## src/rtl/self_draw.sv

```systemverilog
// Player-ship drawing stage: rasterises the ship body and its fire column,
// one pixel per clock, for the VGA adapter. A frame either draws or erases.
module self_draw #(
    parameter int unsigned SHIP_W   = 8,
    parameter int unsigned SHIP_H   = 4,
    parameter int unsigned FIRE_H   = 6,
    parameter int unsigned Y_TOP    = 100,
    parameter int unsigned SCREEN_W = 160,
    parameter logic [2:0]  SHIP_COL = 3'b111,
    parameter logic [2:0]  FIRE_COL = 3'b100,
    parameter logic [2:0]  BG_COL   = 3'b000
) (
    input  logic       clk,
    input  logic       reset_n,
    input  logic       self_enable,
    input  logic [1:0] op,
    input  logic [7:0] x,
    output logic [7:0] plot_x,
    output logic [6:0] plot_y,
    output logic [2:0] colour,
    output logic       plot,
    output logic       busy,
    output logic       done
);

    localparam int unsigned CNT_W = 8;
    localparam int unsigned PX_W  = 9;
    localparam int unsigned PY_W  = 7;

    localparam logic [1:0] OP_ERASE = 2'b01;
    localparam logic [1:0] OP_FIRE  = 2'b10;

    typedef enum logic [1:0] {
        IDLE = 2'd0,
        BODY = 2'd1,
        FIRE = 2'd2
    } state_e;

    state_e            state_q;
    logic [7:0]        x_l_q;
    logic [1:0]        op_l_q;
    logic [CNT_W-1:0]  cx_q;
    logic [CNT_W-1:0]  cy_q;
    logic [7:0]        plot_x_q;
    logic [PY_W-1:0]   plot_y_q;
    logic [2:0]        colour_q;
    logic              plot_q;
    logic              busy_q;
    logic              done_q;

    logic [PX_W-1:0]   px_c;
    logic [PY_W-1:0]   py_c;
    logic [2:0]        col_c;
    logic              on_screen_c;
    logic              row_end_c;
    logic              last_row_c;

    // Pixel currently addressed by the scan counters, plus end-of-row/end-of-phase flags.
    always_comb begin
        px_c       = '0;
        py_c       = '0;
        col_c      = BG_COL;
        row_end_c  = 1'b0;
        last_row_c = 1'b0;
        if (state_q == FIRE) begin
            // Fire column straddles the ship centre; cx selects left/right, cy climbs upward.
            px_c       = {1'b0, x_l_q} + PX_W'(SHIP_W / 2 - 1) + PX_W'(cx_q);
            py_c       = PY_W'(Y_TOP - 1) - PY_W'(cy_q);
            col_c      = (op_l_q == OP_FIRE) ? FIRE_COL : BG_COL;
            row_end_c  = (cx_q == CNT_W'(1));
            last_row_c = (cy_q == CNT_W'(FIRE_H - 1));
        end else begin
            px_c       = {1'b0, x_l_q} + PX_W'(cx_q);
            py_c       = PY_W'(Y_TOP) + PY_W'(cy_q);
            col_c      = (op_l_q == OP_ERASE) ? BG_COL : SHIP_COL;
            row_end_c  = (cx_q == CNT_W'(SHIP_W - 1));
            last_row_c = (cy_q == CNT_W'(SHIP_H - 1));
        end
    end

    // Pixels past the right edge are suppressed rather than wrapped.
    assign on_screen_c = (px_c < PX_W'(SCREEN_W));

    // Frame sequencer: accept in IDLE, scan body then fire, pulse done on return.
    always_ff @(posedge clk or negedge reset_n) begin
        if (!reset_n) begin
            state_q  <= IDLE;
            x_l_q    <= '0;
            op_l_q   <= '0;
            cx_q     <= '0;
            cy_q     <= '0;
            plot_x_q <= '0;
            plot_y_q <= '0;
            colour_q <= '0;
            plot_q   <= 1'b0;
            busy_q   <= 1'b0;
            done_q   <= 1'b0;
        end else begin
            case (state_q)
                IDLE: begin
                    plot_q <= 1'b0;
                    busy_q <= 1'b0;
                    // busy still high here only in the cycle after the final pixel.
                    done_q <= busy_q;
                    if (self_enable) begin
                        x_l_q   <= x;
                        op_l_q  <= op;
                        cx_q    <= '0;
                        cy_q    <= '0;
                        state_q <= BODY;
                    end
                end
                BODY, FIRE: begin
                    plot_x_q <= px_c[7:0];
                    plot_y_q <= py_c;
                    colour_q <= col_c;
                    plot_q   <= on_screen_c;
                    busy_q   <= 1'b1;
                    done_q   <= 1'b0;
                    if (row_end_c) begin
                        cx_q <= '0;
                        if (last_row_c) begin
                            cy_q    <= '0;
                            state_q <= (state_q == BODY) ? FIRE : IDLE;
                        end else begin
                            cy_q <= cy_q + CNT_W'(1);
                        end
                    end else begin
                        cx_q <= cx_q + CNT_W'(1);
                    end
                end
                default: begin
                    state_q <= IDLE;
                    plot_q  <= 1'b0;
                    busy_q  <= 1'b0;
                    done_q  <= 1'b0;
                end
            endcase
        end
    end

    assign plot_x = plot_x_q;
    assign plot_y = plot_y_q;
    assign colour = colour_q;
    assign plot   = plot_q;
    assign busy   = busy_q;
    assign done   = done_q;

endmodule
```

## config.mk

```make
export PLATFORM = sky130hd
export DESIGN_NAME = self_draw
export DESIGN_NICKNAME = d
export VERILOG_FILES = /design/src/rtl/self_draw.sv
export SDC_FILE = /design/constraint.sdc
export NUM_CORES = 1
export LEC_CHECK = 0
export BUFFER_PORTS_ARGS = -buffer_cell sky130_fd_sc_hd__clkbuf_2
export CORE_ASPECT_RATIO = 1.5
export CORE_MARGIN = 2
export CORE_UTILIZATION = 30
export DETAILED_ROUTE_END_ITERATION = 8
export MAX_ROUTING_LAYER = met4
export PLACE_DENSITY_LB_ADDON = 0.08
export SLEW_MARGIN = 5
export SYNTH_ARGS = -nofsm -noshare
export SYNTH_HDL_FRONTEND = slang
export SYNTH_SLANG_ARGS = --single-unit
export TNS_END_PERCENT = 20
```

## constraint.sdc

```tcl
create_clock -name clk -period 2.36 [get_ports clk]
set_input_delay 0.472 -clock clk [delete_from_list [all_inputs] [get_ports clk]]
set_output_delay 0.472 -clock clk [all_outputs]
set_load 0.02 [all_outputs]
```

Yosys cells after proc, flatten, opt, wreduce, memory -nomap -nowiden. Index checks and enable logic that the tools add are counted.

Flip-flop bits (word level): 49. Word-level logic and storage cells: 58. Bits of input ports: 13. Output and inout port bits: 21.

Add/subtract/negate cells: 7. Eq/ne operators: 11. Mux-type cells: 21. Reductions and logical operators: 7. Order comparisons: 1.

Operators by type and width (number): 8-bit 2-to-1 mux (4); 8-bit one-hot mux with 2 select lines (2); 8-bit by 1-bit adder with 8-bit output (second input constant) (2); 8-bit by 3-bit == test with 1-bit output (second input constant) (2); 8-bit by 2-bit adder with 9-bit output (second input constant) (1); 8-bit by 8-bit adder with 9-bit output (1); 9-bit by 8-bit adder with 9-bit output (1); 9-bit by 8-bit < comparator with 1-bit output (second input constant) (1); 3-bit 2-to-1 mux (3); 9-bit 2-to-1 mux (1); 8-bit by 1-bit == test with 1-bit output (second input constant) (1); 8-bit by 2-bit == test with 1-bit output (second input constant) (1); 2-bit 2-to-1 mux (4); 7-bit adder (first input constant) (1); 7-bit 2-to-1 mux (1); 7-bit subtractor (first input constant) (1); 2-bit inequality test (second input constant) (3); 3-bit AND reduction (2); 1-bit 2-to-1 mux (5); 2-bit by 1-bit == test with 1-bit output (second input constant) (2); 2-bit == test (second input constant) (2); 2-bit one-hot mux with 2 select lines (1); 2-bit AND reduction (2); 2-bit logical NOT (1); other kinds (2) (2).

Logic depth before layout (Yosys ltp).
Depth after elaboration: 5. Gate-level depth with buffers: 12. Depth with buffers taken out: 12.

Least setup slack after synthesis. OpenSTA, ideal clock, no wires.

Kind: register to register. From: register cx_q[1]. To: register plot_q, in the netlist plot. Stages on the path, launching flop included: 13. Setup time: 0.123 ns. Path slack: -0.090 ns. Path buffers: 0. Arrival time: 2.328 ns. Data required time: 2.237 ns. Cells stage by stage: dfrtp_1 inv_1 ha_1 inv_1 ha_1 inv_1 fa_1 o21bai_1 a21oi_1 o21ai_1 xnor2_1 a211oi_1 o221a_2.

Longest elaborated chain between the ends: 4. Elaborated cells on any way between the ends: 5. Classes of those cells: add/sub: 2; order compare: 1; mux: 2.

RTL lines: start, declared (RTL line 42) `logic [CNT_W-1:0] cx_q;`; start signal, assigned (RTL line 129) `cx_q <= cx_q + CNT_W'(1);`; 9-bit by 8-bit adder with 9-bit output / 8-bit by 8-bit adder with 9-bit output (equally long branches) (RTL line 67, 73); 9-bit 2-to-1 mux * (RTL line 65) `if (state_q == FIRE) begin`; 9-bit by 8-bit < comparator with 1-bit output * (RTL line 82) `assign on_screen_c = (px_c < PX_W'(SCREEN_W));`; 1-bit 2-to-1 mux * (RTL line 99) `case (state_q)`; end signal, assigned (RTL line 117) `plot_q <= on_screen_c;`; end, declared (RTL line 47) `logic plot_q;`.

Every way passes the cells marked *; elsewhere a longest branch is shown, timed or not. A chain may end at the register's enable or synchronous reset.

Worst setup path in the final report.
From: register cx_q[4]. To: register plot_q, in the netlist plot.

Same word-level chain as after synthesis.

==> run_results.csv <==
group,metric,value,unit
run_status,status,"complete, but fails checks",
run_status,violations,"negative setup slack",
clocking,ctsHoldBuffers,0,
setup_path,critPathTopFamily,"compound AO/OA/AOI/OAI gates",
clocking,cts_buffer_depth,2,
timing,rsz0062_at_grt,"true",
finish,drive_above_1_share,31.5,%
global_route,grt_pass1_vias,2615,
hold_path,hold_class,"in2async",
finish,diodes,0,
routing,wirelength,7.53,mm
timing,finalClockSkew,0.00682,ns
routing,drt-vias-per-instance,4.86,
setup_path,cpMaxStageDelayCell,"fa_2",
routing,antenna_left,0,
setup_path,worstSetupPathType,"reg2reg",
power,p_leak,1.83,nW
timing,relSlewSlack,59.8,%
flow_run,drv_cap,0,
clocking,cts.sinks,48,
die,rows,45,
power,p_switching,1.94,mW
finish,seq_area,1200,um2
power,p_comb_share,57.4,%
finish,area_growth,28.3,%
setup_path,critPathLaunchType,"flop",
timing,fmax,418,MHz
routing,drc,0,
clocking,cts.clk_slew.worst_paths,0.07,ns
clocking,cts_buffers,5,
power,clkPwrFrac,17.3,%
routing,drtPass1Iterations,4,
setup_path,arrival,2.57,ns
global_route,grt_max_degree,31,
routing,drt_iter0_markers,64,
clocking,cts_tree,"done",
placed_design,pre_cts_slack,-0.136,ns
setup_path,path_buf_inv,1,
placed_design,hpwl,5.64,mm
clocking,clkLatencyLatePin,0.29,ns
timing,hold_violations,0,
synth,synthFlopType,"dfrtp_1",
synth,ys_seq_area_share,38.5,%
power,cellPowerDensity,1190,nW/um2
die,die_h,129,um
power,ir_drop,0.328,mV
global_route,grt_overflow,0,
finish,multi_input_area,1810,um2
synth,ys_ff_latch,48,
timing,fin_crit,2.39,ns
power,swShare,40.7,%
clocking,cts_root_buffer,"clkbuf_16",
power,p_int,2.83,mW
timing,hold_ws,0.163,ns
setup_path,slowest_delay,0.56,ns
routing,wl_per_cell,14.5,um
die,fp.dieW,87.2,um
global_route,grt_pass1_wl,12.7,mm
setup_path,path_cells,"ha_2, inv_1, fa_2, nand2b_1, a221oi_1, a311oi_2, o21ai_1, a211oi_1, o221a_2",
global_route,antenna_found_initial,0,
finish,fill_cells,1027,
die,io_pins,34,
die,fp.dieArea,11200,um2
die,start_util,30.8,%
setup_path,cp-end-kind,"flop",
timing,post-route-period-util,101,%
routing,vias,2526,
synth,async_flop_share,100,%
synth,synthesis.nets,373,
setup_path,required,2.54,ns
finish,nets,446,
timing,setup_slack,-0.0306,ns
power,pwr-share-seq,25.3,%
synth,netlist_instances,329,
synth,synth_edf_count,0,
synth,synth_area,3120,um2
die,coreArea,10100,um2
timing,maxSlewViolCount,0,
setup_path,cp_max_fo,4,
global_route,grtUsageTotal,15.0,%
clocking,htree_levels,2,
placed_design,port_buffers,33,
synth,ys_warn_count,0,
timing,tightest_slew,0.596,ns
synth,yosysUniqueCellTypes,47,
timing,tns,-0.0306,ns
placed_design,gp_congestion,0.786,
setup_path,r2r_slack,-0.03,ns
timing,setup_viol,1,
synth,syn_avg_cell_area,9.48,um2
## metrics by stage
step	instances	area [um2]	util, %	total power [mW]
finish	520	4000	39.5	4.78
global route	520	4000	39.5	5.23
CTS	516	3960	39.0	4.78
detailed placement	507	3720	36.7	3.83
global placement	507	3720	36.7	3.81
floorplan	329	3120	-	2.89
## synthesized netlist by cell type, types with 3 or more instances
library cell | count | area share (%)
mux2_2 | 16 | 5.8
and3_1 | 6 | 1.2
o31ai_1 | 5 | 1.2
inv_1 | 32 | 3.9
nand3b_1 | 3 | 0.72
xnor2_1 | 13 | 3.7
xor2_1 | 4 | 1.1
nor2b_1 | 5 | 1.0
a21oi_1 | 24 | 3.9
dfrtp_1 | 48 | 39
nor2_1 | 25 | 3.0
fa_1 | 7 | 4.5
o21ai_1 | 15 | 2.4
nand2b_1 | 10 | 2.0
nand2_1 | 19 | 2.3
o21ai_0 | 17 | 2.7
clkbuf_1 | 10 | 1.2
nand3_1 | 7 | 1.1
mux2i_1 | 3 | 0.96
ha_1 | 24 | 9.6
## layout make-up
cell class,count,area share [%]
multi-input combinational,234,45.2
timing repair buffer,81,13.9
inverter,32,3.00
clock inverter,3,1.06
tap,117,3.66
sequential,48,30.0
clock buffer,5,3.13
## kinds of logic after synthesis
logic type | count (synthesis) | share of synthesized area (%)
and+or+nand+nor | 86 | 13.8
adders and majority gates | 32 | 14.4
muxes | 20 | 7.10
DFF | 48 | 38.5
buffers and inverters | 47 | 5.86
xor gates and xnor gates | 17 | 4.78
AOI/OAI and AO/OA | 79 | 15.5
## path summary, 6_finish.rpt
kind | endpoint | startpoint | depth (start not counted)
setup / recovery | plot$_DFF_PN0_ | cx_q[4]$_DFFE_PN0P_ | 9
hold reg to reg | done$_DFF_PN0_ | busy$_DFF_PN0_ | 1
hold / removal | done$_DFF_PN0_ | reset_n | 1
min in group clk | op_l_q[0]$_DFFE_PN0P_ | op[0] | 2
setup reg to reg | plot$_DFF_PN0_ | cx_q[4]$_DFFE_PN0P_ | 9
max in group asynchronous | cx_q[1]$_DFFE_PN0P_ | reset_n | 2
## timing repair
action | in CTS | in global routing
endpoints found under the hold margin | 0 | 0
buffers inserted | 1 | 4
pin swaps | 11 | 4
resized for setup | 18 | 4
endpoints found under the setup margin | 4 | 5
## routing by layer
layer | track usage (%) | wire [um] | vias up | part of all wire, %
met5 | - | 0 | - | 0
met4 | 5.25 | 134 | 0 | 1.8
met3 | 2.18 | 185 | 8 | 2.5
met2 | 26.6 | 4010 | 38 | 53
met1 | 16.8 | 3200 | 1200 | 43
li1 | - | - | 1280 | -
## cell usage in the layout (no fill, tap or decap), drive strengths merged, types with 2 or more instances in the layout
master and count:
dfrtp 48, buf 48, clkbuf 38, inv 32, o21ai 32, nor2 25
a21oi 24, ha 24, nand2 19, mux2 17, xnor2 13, nand2b 10
nand3 7, fa 7, and3 6, nor2b 5, o31ai 5, xor2 4
nand3b 3, mux2i 3, o41ai 3, a311oi 2, nor3b 2, o211ai 2
a211oi 2, a221oi 2, or2 2
## power by group through the flow
stage / clock, mW / combinational (mW) / sequential (mW)
finish: 0.828 / 2.74 / 1.21
global route: 0.893 / 3.09 / 1.25
CTS: 0.861 / 2.71 / 1.21
detailed placement: 0 / 2.60 / 1.23
global placement: 0 / 2.59 / 1.22
floorplan: 0 / 1.50 / 1.39
## flip-flops by register name, summed over array words and instances, names as in the netlist
signal   flops
busy         1
colour       2
cx_q         8
cy_q         8
done         1
op_l_q       2
plot         1
plot_x       8
plot_y       7
state_q      2
x_l_q        8
(Power assumes the default switching activity.)
